[config.mk]
export PLATFORM = sky130hd
export DESIGN_NAME = hpu_cmd_arbiter
export DESIGN_NICKNAME = d
export VERILOG_FILES = /design/src/rtl/hpu_cmd_arbiter.sv
export SDC_FILE = /design/constraint.sdc
export NUM_CORES = 1
export LEC_CHECK = 0
export CAP_MARGIN = 5
export CORE_AREA = 2 2 231 233
export CTS_CLUSTER_DIAMETER = 100
export DETAILED_ROUTE_END_ITERATION = 8
export DIE_AREA = 0 0 233 235
export MAX_ROUTING_LAYER = met4
export PLACE_DENSITY_LB_ADDON = 0.15
export SLEW_MARGIN = 20
export SYNTH_ARGS = -nofsm -noshare
export SYNTH_HDL_FRONTEND = slang
export SYNTH_SLANG_ARGS = --single-unit
[constraint.sdc]
create_clock -name clk_i -period 7.4 [get_ports clk_i]
set_input_delay 1.48 -clock clk_i [delete_from_list [all_inputs] [get_ports clk_i]]
set_output_delay 1.48 -clock clk_i [all_outputs]
set_load 0.05 [all_outputs]
[src/rtl/hpu_cmd_arbiter.sv]
// Per-cluster HPU command front-end: round-robin request arbitration, per-core slot
// allocation with cmd_id stamping, type-based routing and completion return to cores.
package hpu_cmd_pkg;
    localparam int unsigned HPU_NUM_CLUSTERS       = 4;
    localparam int unsigned HPU_NUM_CORES          = 8;
    localparam int unsigned HPU_NUM_HPU_CMDS       = 4;
    localparam int unsigned HPU_NUM_CMD_INTERFACES = 3;

    typedef logic [1:0] pspin_cmd_intf_id_t;

    typedef enum logic [1:0] {
        CMD_HOST_DIRECT = 2'd0,
        CMD_NIC_SEND    = 2'd1,
        CMD_HOST_MEMCPY = 2'd2,
        CMD_ILLEGAL     = 2'd3
    } pspin_cmd_type_t;

    typedef struct packed {
        logic [$clog2(HPU_NUM_CLUSTERS)-1:0] cluster_id;
        logic [$clog2(HPU_NUM_CORES)-1:0]    core_id;
        logic [$clog2(HPU_NUM_HPU_CMDS)-1:0] local_cmd_id;
    } pspin_cmd_id_t;

    typedef struct packed {
        pspin_cmd_id_t      cmd_id;
        logic               generate_event;
        pspin_cmd_type_t    cmd_type;
        pspin_cmd_intf_id_t intf_id;
        logic [31:0]        descr;
    } pspin_cmd_t;

    typedef struct packed {
        pspin_cmd_id_t cmd_id;
        logic [31:0]   data;
    } pspin_cmd_resp_t;
endpackage

module hpu_cmd_arbiter
    import hpu_cmd_pkg::*;
#(
    parameter int unsigned NUM_CORES          = HPU_NUM_CORES,
    parameter int unsigned NUM_HPU_CMDS       = HPU_NUM_HPU_CMDS,
    parameter int unsigned NUM_CMD_INTERFACES = HPU_NUM_CMD_INTERFACES
) (
    input  logic                                  clk_i,
    input  logic                                  rst_i,
    input  logic [$clog2(HPU_NUM_CLUSTERS)-1:0]   cluster_id_i,
    input  logic [NUM_CORES-1:0]                  req_valid_i,
    output logic [NUM_CORES-1:0]                  req_ready_o,
    input  pspin_cmd_t [NUM_CORES-1:0]            req_cmd_i,
    output pspin_cmd_id_t                         req_id_o,
    output logic [NUM_CMD_INTERFACES-1:0]         cmd_valid_o,
    input  logic [NUM_CMD_INTERFACES-1:0]         cmd_ready_i,
    output pspin_cmd_t                            cmd_o,
    input  logic [NUM_CMD_INTERFACES-1:0]         resp_valid_i,
    output logic [NUM_CMD_INTERFACES-1:0]         resp_ready_o,
    input  pspin_cmd_resp_t [NUM_CMD_INTERFACES-1:0] resp_i,
    output logic [NUM_CORES-1:0]                  core_resp_valid_o,
    output pspin_cmd_resp_t                       core_resp_o,
    output logic                                  err_o
);
    localparam int unsigned CW = $clog2(NUM_CORES);
    localparam int unsigned IW = $clog2(NUM_CMD_INTERFACES);
    localparam int unsigned SW = $clog2(NUM_HPU_CMDS);

    logic [NUM_CORES-1:0][NUM_HPU_CMDS-1:0] r_busy;
    logic [CW-1:0]                          r_req_ptr;
    logic [IW-1:0]                          r_resp_ptr;
    logic [NUM_CMD_INTERFACES-1:0]          r_cmd_valid;
    pspin_cmd_t                             r_cmd;
    logic [NUM_CORES-1:0]                   r_core_resp_valid;
    pspin_cmd_resp_t                        r_core_resp;
    logic                                   r_err;

    logic                                   w_out_free;
    logic [NUM_CORES-1:0]                   w_elig;
    logic                                   w_gnt_any;
    logic [CW-1:0]                          w_gnt_idx;
    logic [SW-1:0]                          w_slot;
    logic                                   w_legal;
    pspin_cmd_t                             w_cmd_next;
    logic [NUM_CMD_INTERFACES-1:0]          w_intf_onehot;
    logic                                   w_rgnt_any;
    logic [IW-1:0]                          w_rgnt_idx;
    pspin_cmd_resp_t                        w_resp;
    logic                                   w_resp_ok;
    logic [NUM_CORES-1:0][NUM_HPU_CMDS-1:0] w_busy_next;

    always_comb begin
        w_out_free = (r_cmd_valid == '0) || ((r_cmd_valid & cmd_ready_i) != '0);
        for (int unsigned c = 0; c < NUM_CORES; c++) begin
            w_elig[c] = req_valid_i[c] && !(&r_busy[c]) && w_out_free;
        end
    end

    // Request side: rotate from the pointer, pick the first eligible core, then its lowest free slot.
    always_comb begin
        w_gnt_any = 1'b0;
        w_gnt_idx = '0;
        for (int unsigned i = 0; i < NUM_CORES; i++) begin
            if (!w_gnt_any && w_elig[CW'((32'(r_req_ptr) + i) % NUM_CORES)]) begin
                w_gnt_any = 1'b1;
                w_gnt_idx = CW'((32'(r_req_ptr) + i) % NUM_CORES);
            end
        end

        w_slot = '0;
        for (int unsigned s = NUM_HPU_CMDS; s > 0; s--) begin
            if (!r_busy[w_gnt_idx][SW'(s - 1)]) w_slot = SW'(s - 1);
        end

        req_ready_o = '0;
        req_id_o    = '0;
        if (w_gnt_any) begin
            req_ready_o[w_gnt_idx] = 1'b1;
            req_id_o = '{cluster_id: cluster_id_i, core_id: w_gnt_idx, local_cmd_id: w_slot};
        end

        w_cmd_next        = req_cmd_i[w_gnt_idx];
        w_legal           = (w_cmd_next.cmd_type != CMD_ILLEGAL);
        w_cmd_next.cmd_id = req_id_o;
        case (w_cmd_next.cmd_type)
            CMD_HOST_DIRECT: w_cmd_next.intf_id = 2'd0;
            CMD_NIC_SEND:    w_cmd_next.intf_id = 2'd1;
            CMD_HOST_MEMCPY: w_cmd_next.intf_id = 2'd2;
            default:         w_cmd_next.intf_id = 2'd0;
        endcase
        w_intf_onehot = '0;
        w_intf_onehot[w_cmd_next.intf_id] = 1'b1;
    end

    // The core-side output is a one-cycle pulse, so a response can be accepted every cycle.
    always_comb begin
        w_rgnt_any = 1'b0;
        w_rgnt_idx = '0;
        for (int unsigned i = 0; i < NUM_CMD_INTERFACES; i++) begin
            if (!w_rgnt_any && resp_valid_i[IW'((32'(r_resp_ptr) + i) % NUM_CMD_INTERFACES)]) begin
                w_rgnt_any = 1'b1;
                w_rgnt_idx = IW'((32'(r_resp_ptr) + i) % NUM_CMD_INTERFACES);
            end
        end
        resp_ready_o = '0;
        if (w_rgnt_any) resp_ready_o[w_rgnt_idx] = 1'b1;

        w_resp    = resp_i[w_rgnt_idx];
        w_resp_ok = w_rgnt_any && (w_resp.cmd_id.cluster_id == cluster_id_i) &&
                    r_busy[w_resp.cmd_id.core_id][w_resp.cmd_id.local_cmd_id];

        w_busy_next = r_busy;
        if (w_gnt_any && w_legal) w_busy_next[w_gnt_idx][w_slot] = 1'b1;
        if (w_resp_ok) w_busy_next[w_resp.cmd_id.core_id][w_resp.cmd_id.local_cmd_id] = 1'b0;
    end

    always_ff @(posedge clk_i) begin
        if (rst_i) begin
            r_busy            <= '0;
            r_req_ptr         <= '0;
            r_resp_ptr        <= '0;
            r_cmd_valid       <= '0;
            r_cmd             <= '0;
            r_core_resp_valid <= '0;
            r_core_resp       <= '0;
            r_err             <= 1'b0;
        end else begin
            r_busy <= w_busy_next;
            if (w_gnt_any) begin
                r_req_ptr <= (w_gnt_idx == CW'(NUM_CORES - 1)) ? '0 : w_gnt_idx + 1'b1;
            end
            if (w_rgnt_any) begin
                r_resp_ptr <= (w_rgnt_idx == IW'(NUM_CMD_INTERFACES - 1)) ? '0 : w_rgnt_idx + 1'b1;
            end
            if (w_gnt_any && w_legal) begin
                r_cmd       <= w_cmd_next;
                r_cmd_valid <= w_intf_onehot;
            end else if ((r_cmd_valid & cmd_ready_i) != '0) begin
                r_cmd_valid <= '0;
            end
            r_core_resp_valid <= '0;
            if (w_resp_ok) begin
                r_core_resp_valid[w_resp.cmd_id.core_id] <= 1'b1;
                r_core_resp                              <= w_resp;
            end
            if ((w_gnt_any && !w_legal) || (w_rgnt_any && !w_resp_ok)) r_err <= 1'b1;
        end
    end

    assign cmd_valid_o       = r_cmd_valid;
    assign cmd_o             = r_cmd;
    assign core_resp_valid_o = r_core_resp_valid;
    assign core_resp_o       = r_core_resp;
    assign err_o             = r_err;

endmodule
* Yosys cells after proc, flatten, opt, wreduce, memory -nomap -nowiden
Cells that the tools add are included.
Storage, ports and cells: flip-flop bits (word level) 132, input port bits 487, output and inout port bits 113, word-level logic and storage cells 225
Operators by class: $add $sub $neg 11, divide/modulo/power cells 3, magnitude comparators 23, equal/unequal tests 6, muxes and demuxes 84, bitwise logic cells 5, reduce and logical (&&, ||, !) cells 69
Operators with widths (number):
- $bmux 44 s3 | 1
- $bmux 39 s2 | 1
- $mod 32x2->32 const B | 2
- $mux 32 | 2
- $lt 3x4->1 const B | 10
- $mux 39 | 1
- $mux 37 | 1
- $logic_and 1x1->1 | 36
- $mux 3 | 12
- $and 32x32->32 | 1
- $mod 2x2->32 const B | 1
- $not 32->32 | 1
- $or 32x32->32 | 1
- $reduce_and 4->1 | 8
- $mux 1 | 29
- $bmux 1 s3 | 8
- $bmux 4 s3 | 2
- $demux 4 s3 | 2
- $lt 2x3->1 const B | 7
- $logic_not 1->1 | 19
- $mux 2 | 8
- $mux 4 | 4
- $add 3x3->3 const B | 4
- $bmux 1 s2 | 4
- other kinds (24) | 36

* Depth between registers and ports, before layout
Gate-level depths: netlist of the first run.
word-level depth 44, depth in mapped cells 26, mapped depth without buffers 21

* Worst setup path after synthesis of the first run
OpenSTA, ideal clock, no wires.
path type input -> output, from input cmd_ready_i[0], to output req_ready_o[0], arrival 5.547 ns, data required time 5.920 ns, path slack 0.373 ns, stages on the path 14, path buffers 5, cell sequence a222oi_1 -> nand2_2 -> and2_1 -> buf_6 -> a2111o_1 -> a211oi_4 -> o21ai_0 -> nand2_1 -> o21bai_1 -> buf_4 -> buf_2 -> clkbuf_1 -> buf_1 -> nor3_1
On the way: cells in the longest elaborated chain, start to end 33, elaborated cells on any way between the ends 63, those cells by class 2 x order compare; 35 x mux; 1 x bitwise; 25 x reduce/logical
Ends and longest elaborated chain:
- start, declared | line 53 | input logic [NUM_CMD_INTERFACES-1:0] cmd_ready_i,
- $and 3x3->3 (*) | line 90 | w_out_free = (r_cmd_valid == '0) || ((r_cmd_valid & cmd_ready_i) != '0);
- $reduce_bool 3->1 (*) | line 90
- $logic_or 1x1->1 (*) | line 90
- $logic_and 1x1->1 | line 92 | w_elig[c] = req_valid_i[c] && !(&r_busy[c]) && w_out_free;
- $bmux 1 s3 | line 101 | if (!w_gnt_any && w_elig[CW'((32'(r_req_ptr) + i) % NUM_CORES)]) begin
- $mux 1 (implied by the code) | line 101
- $mux 1 | line 101
- $logic_not 1->1 | line 101
- (+17 left out)
- $logic_not 1->1 | line 101
- $logic_and 1x1->1 | line 101
- $mux 3 | line 101
- $lt 3x4->1 (implied by the code) / $ge 3x1->1 (equally long branches) | line 115 | req_ready_o[w_gnt_idx] = 1'b1;
- $logic_and 1x1->1 (implied by the code) | line 115
- $mux 1 (implied by the code) | line 115
- $demux 1 s3 | line 115
- $mux 8 (*) | line 114 | if (w_gnt_any) begin
- end, declared | line 49 | output logic [NUM_CORES-1:0] req_ready_o,
Mark *: on every way between the ends. The rest lies on a longest branch, timed or not. The select of a mux whose other input is x is not followed.

==> results of run 1 <==
## state kept, by name (all words and copies together) (netlist names)
signal	count
r_resp_ptr	2
core_resp_o	39
r_req_ptr	3
err_o	1
core_resp_valid_o	8
r_busy	32
cmd_valid_o	3
cmd_o	44
## worst max-delay path: stages
cell,delay [ps]
clkdlybuf4s50_1,400
a222oi_1,380
buf_4,260
and2_1,200
o21ai_0,140
a2111o_1,510
a211oi_4,250
buf_4,180
nand3_2,130
a32oi_4,360
inv_4,100
and2_1,210
a22o_1,290
a221oi_4,230
o211ai_1,130
buf_4,180
nor2_2,150
buf_12,160
## layout by cell type, fill, tap and decap left out, drive strengths merged, types with 8 or more instances in the layout
cell type      Yosys  routed
nor2b             11      11
clkbuf            70      18
nand4             10      10
or2                9       9
nand2            130     130
mux2              32      32
a21o              36      36
nor3              27      27
mux2i             87      87
clkdlybuf4s50      0     511
nand3             15      15
o21a               8       8
inv               26      31
a32oi              8       8
a22oi             62      62
a41oi              8       8
dfxtp            132     132
and2              30      30
buf               42      95
a221oi            16      16
o211ai            15      15
a31oi             13      13
clkinv             3      10
nor2             134     134
a211oi            77      77
ha                10      10
o21ai             39      39
o22ai             10      10
a21oi             99      99
## layer usage
metal | up-vias | routed length [um] | track usage (%) | share of wire [%]
li1 | 5743 | - | - | -
met1 | 5742 | 23500 | 24.1 | 43
met2 | 365 | 27200 | 33.7 | 50
met3 | 27 | 2960 | 4.55 | 5.4
met4 | 0 | 656 | 3.80 | 1.2
met5 | - | 0 | - | 0
## through the flow
stage | cells | setup TNS, ps
floorplan | 1258 | 0
global placement | 2434 | -38.3
CTS | 2466 | 0
finish | 2474 | 0
detailed placement | 2434 | 0
global route | 2474 | -38.4
## cell families after synthesis
group / count (synthesis) / synth area share [%]
AOI/OAI and AO/OA: 461 / 33.5
xor gates and xnor gates: 5 / 0.448
adders and majority gates: 12 / 1.48
buffers and inverters: 141 / 6.37
DFF: 132 / 27.0
muxes: 123 / 13.5
and+or+nand+nor: 384 / 17.7
## final cells by class
cell class                 count  area share (%)
tap                          688            5.12
antenna                        2          0.0298
timing repair buffer         606            35.7
multi-input combinational    985            39.4
inverter                      29           0.663
clock buffer                  18            2.61
clock inverter                14           0.752
sequential                   132            15.7
## worst max path at each step
stage / from / endpoint / slack [ps] / depth (start not counted)
global route: cmd_ready_i[0] / req_id_o[1] / -40 / 18
global placement: cmd_ready_i[0] / req_id_o[1] / -40 / 17
detailed placement: cmd_ready_i[0] / req_id_o[1] / 50 / 16
CTS: cmd_ready_i[0] / req_id_o[1] / 30 / 16
floorplan: cmd_ready_i[0] / req_ready_o[0] / 370 / 14
finish: cmd_ready_i[0] / req_id_o[1] / 150 / 18
## repair_timing
action                     CTS  global route
setup endpoints to repair    0             4
resized for setup            0             8
buffers inserted             0             6
==> out/qor.yml, run 1 <==
status: "finished, final reports clean"
hpwl_um: 43400
async_flop_share_pct: 0
slew_violations: 0
clock_sinks: 132
hold_ws_ps: 450
multi_input_area_sq_um: 6620
postCtsHoldBufs: 0
ys_top_cells_by_area: "dfxtp_1 (27%), mux2i_1 (8.9%), a211oi_1 (5.8%), a21oi_1 (5.1%), nor2_1 (5.0%)"
design_area_sq_um: 16800
max_slew.worst_pin.slew_ps: 1100
setup.worst_path.start_class: "input pin"
worstRegToRegCells: 19
hold_path_class: "reg2reg"
grt_pass1_vias: 12000
firstDrtPassIters: 7
drt.antenna.violating_nets: 0
clockBufferDepth: 2
drc_errors: 0
place_ws_ps: 48.7
postPlaceCellArea_sq_um: 16200
die_area_sq_um: 54800
routedWlPerCell_um: 22.0
hold_start: "core_resp_o[22]"
start_util_pct: 18.7
regArea_sq_um: 2640
gp_congestion: 0.873
die_y_um: 235
nFillCells: 5543
crit_type: "in2out"
ios: 600
cts_max_level: 4
yosysSeqAreaShare_pct: 27.0
worstSkewPairLatency_ps: 450
rr_endpoint: "cmd_o[9]"
post_synth_most_frequent_cells: "dfxtp_1 (132), nor2_1 (131), nand2_1 (128)"
port_buffers: 527
netlist_instances: 1258
yosysWarningCount: 0
fmax_mhz: 138
grt_antenna_before_repair: 2
synth_cell_types: 77
timing.final.crit_share_pct: 98.0
maxSlewHeadroom_pct: 26.3
cts_buffers: 17
synth_ff_type: "dfxtp_1"
yosysTopAreaCell: "dfxtp_1"
max_cap_viol_count: 0
final_layout_size_suffix_gt1_share_pct: 11.0
cts_tree: "built"
syn_to_final_growth_pct: 71.8
nNetsFinal: 2268
grt_usage_pct: 19.9
synth.most_common_cell: "dfxtp_1"
setup_ws_ps: 148
synth-edff-count: 0
reg2reg_from: "r_req_ptr[1]"
grt_pass1_wl_um: 78400
avgViaCountPerCell: 4.80
hold_end: "core_resp_o[22]"
gr-total-overflow: 0
drt_iter0_drc: 642
cp.arrival_ps: 5770
path_clk_slew_ps: 70
ys_ff_latch: 132
core_region_area_sq_um: 52200
finClkSkew_ps: 15.5
rows: 84
syn_area_sq_um: 9780
root_buffer: "clkbuf_16"
postLayoutCoreUtil_pct: 32.2
hold_viol: 0
setup_viol: 0
cp_max_fo: 8
grt_max_degree: 85
endpoint_kind: "primary output"
vias: 11900
yosysTopAreaCellShare_pct: 27.0
drt-total-wl_um: 54300
worstPathRequired_ps: 5920
synth.avg_cell_area_sq_um: 7.78
period_minus_slack_ps: 7250
min_path_cells: 2
synth_fp_nets: 1755
die_w_um: 233
rrSetupSlack_ps: 1280
Power of run 1 is not shown: default switching activity piles up to over one toggle a cycle in this logic, so the estimate is an artifact.
==> inputs of run 2 (changes only) <==
--- a/config.mk
+++ b/config.mk
@@ -6,10 +6,11 @@
 export NUM_CORES = 1
 export LEC_CHECK = 0
 export CAP_MARGIN = 5
-export CORE_AREA = 2 2 231 233
+export CORE_AREA = 2 2 232 234
 export CTS_CLUSTER_DIAMETER = 100
 export DETAILED_ROUTE_END_ITERATION = 8
-export DIE_AREA = 0 0 233 235
+export DIE_AREA = 0 0 234 236
+export DONT_BUFFER_PORTS = 1
 export MAX_ROUTING_LAYER = met4
 export PLACE_DENSITY_LB_ADDON = 0.15
 export SLEW_MARGIN = 20
==> run 2 against run 1 <==
  * Fmax up 3.4%
  * Clock-buffer cell count shrank 1
  * Via count fell by 16%
  * Flip-flop and latch count did not move
  * Utilization decreased by 11 points
  * Worst setup slack better by 240 ps
  * Cell area shrank 32%
  * Routed wire length fell by 12%
  * Hold slack better by 69 ps
  * Clock skew is 7.5 ps higher
  * Critical path type unchanged
  * Highest routed layer unchanged
==> out/qor.yml, run 2 (synthesized netlist as in run 1, its figures left out) <==
status: "finished, final reports clean"
fmax_mhz: 143
timing.final.crit_share_pct: 94.8
worstRegToRegCells: 21
rows: 85
die_area_sq_um: 55200
slowest_stage: "a2111o_1"
port_buffers: 0
die_w_um: 234
core_region_area_sq_um: 53100
final_layout_size_suffix_gt1_share_pct: 14.0
nFillCells: 5894
slew_violations: 0
postCtsHoldBufs: 0
grt_pass1_wl_um: 67400
nNetsFinal: 1733
clock_sinks: 132
worstPathRequired_ps: 5920
ios: 600
postCtsSetupRepairBufs: 0
avgViaCountPerCell: 5.09
finalSetupTns_ps: 0
start_util_pct: 18.4
firstDrtPassIters: 5
grt_usage_pct: 17.3
path_depth: 15
hpwl_um: 37400
setup_viol: 0
worstSkewPairLatency_ps: 490
syn_to_final_growth_pct: 17.2
finClkSkew_ps: 23.0
vias: 9956
cp_max_fo: 8
cp.arrival_ps: 5530
max_slew.worst_pin.slew_ps: 952
dp.cells: 1913
grt_pass1_vias: 9708
hold_path_class: "reg2reg"
layout_commonest_cell: "dfxtp_1"
grt_antenna_before_repair: 9
path_clk_slew_ps: 70
drt.antenna.violating_nets: 0
rsz0062_at_grt: "false"
crit_type: "in2out"
cts_max_level: 4
slowest_delay_ps: 500
drt-total-wl_um: 47700
max_cap_viol_count: 0
cp_num_buf_inv: 3
setup.worst_path.start_class: "input pin"
worstPathCellList: "a222oi_1 > buf_4 > and2_1 > o21ai_0 > a2111o_1 > a211oi_4 > nand3_2 > a32oi_4 > inv_2 > and2_1 > a22o_1 > a221oi_4 > o211ai_1 > nor2_1 > buf_4"
routedWlPerCell_um: 24.4
gr-total-overflow: 0
gp_congestion: 0.871
cts_tree: "built"
drt_iter0_drc: 752
endpoint_kind: "primary output"
final_cell_mix: "dfxtp_1 (132), nand2_1 (128), nor2_1 (128)"
grt_max_degree: 127
cts_buffers: 17
root_buffer: "clkbuf_16"
period_minus_slack_ps: 7010
min_path_cells: 2
die_y_um: 236
clockBufferDepth: 2
largest_register_ffs: 44
drc_errors: 0
fin_cells: 1955
maxSlewHeadroom_pct: 36.6
critPathTopFamily: "compound AO/OA/AOI/OAI gates"
post_cts.resized_instances: 0
hold_viol: 0
## run 2: per-layer routing
metal,vias up,global-route usage (%),wire [um]
met4,0,5.10,795
met5,-,-,0
met3,44,5.32,3380
li1,4694,-,-
met1,4838,21.0,20300
met2,380,27.4,23200
## run 2: cell type report
type                       instances  area (sq um)  share of cell area (%)
clock buffer                      17           425                    3.71
sequential                       132          2640                    23.0
antenna                           10          25.0                   0.218
multi-input combinational        985          6610                    57.6
clock inverter                    15           163                    1.42
tap                              696           871                    7.59
inverter                          29           109                   0.949
timing repair buffer              71           621                    5.41
## run 2: worst min-delay path: stages, from the launching register on
cell,delay (ps)
dfxtp_1,340
inv_1,80
a21oi_1,60
## run 2: through the flow
| step | util [%] | hold WS (ps) | cell area, sq um | setup WS (ps) |
|---|---|---|---|---|
| after floorplan | - | 458 | 9780 | 373 |
| after global placement | 20.5 | 504 | 10900 | 203 |
| after detailed placement | 20.5 | 506 | 10900 | 213 |
| after CTS | 21.6 | 517 | 11400 | 363 |
| after global routing | 21.6 | 539 | 11500 | 19.2 |
| final | 21.6 | 518 | 11500 | 385 |
## run 2: worst paths after layout
kind,slack [ps],from,endpoint
min reg2reg,520,r_busy[3],r_busy[3]
max reg2reg,1160,cmd_valid_o[1],cmd_o[26]
max,390,cmd_ready_i[0],req_id_o[1]
min,520,r_busy[3],r_busy[3]
Power of run 2 is left out for the same reason.
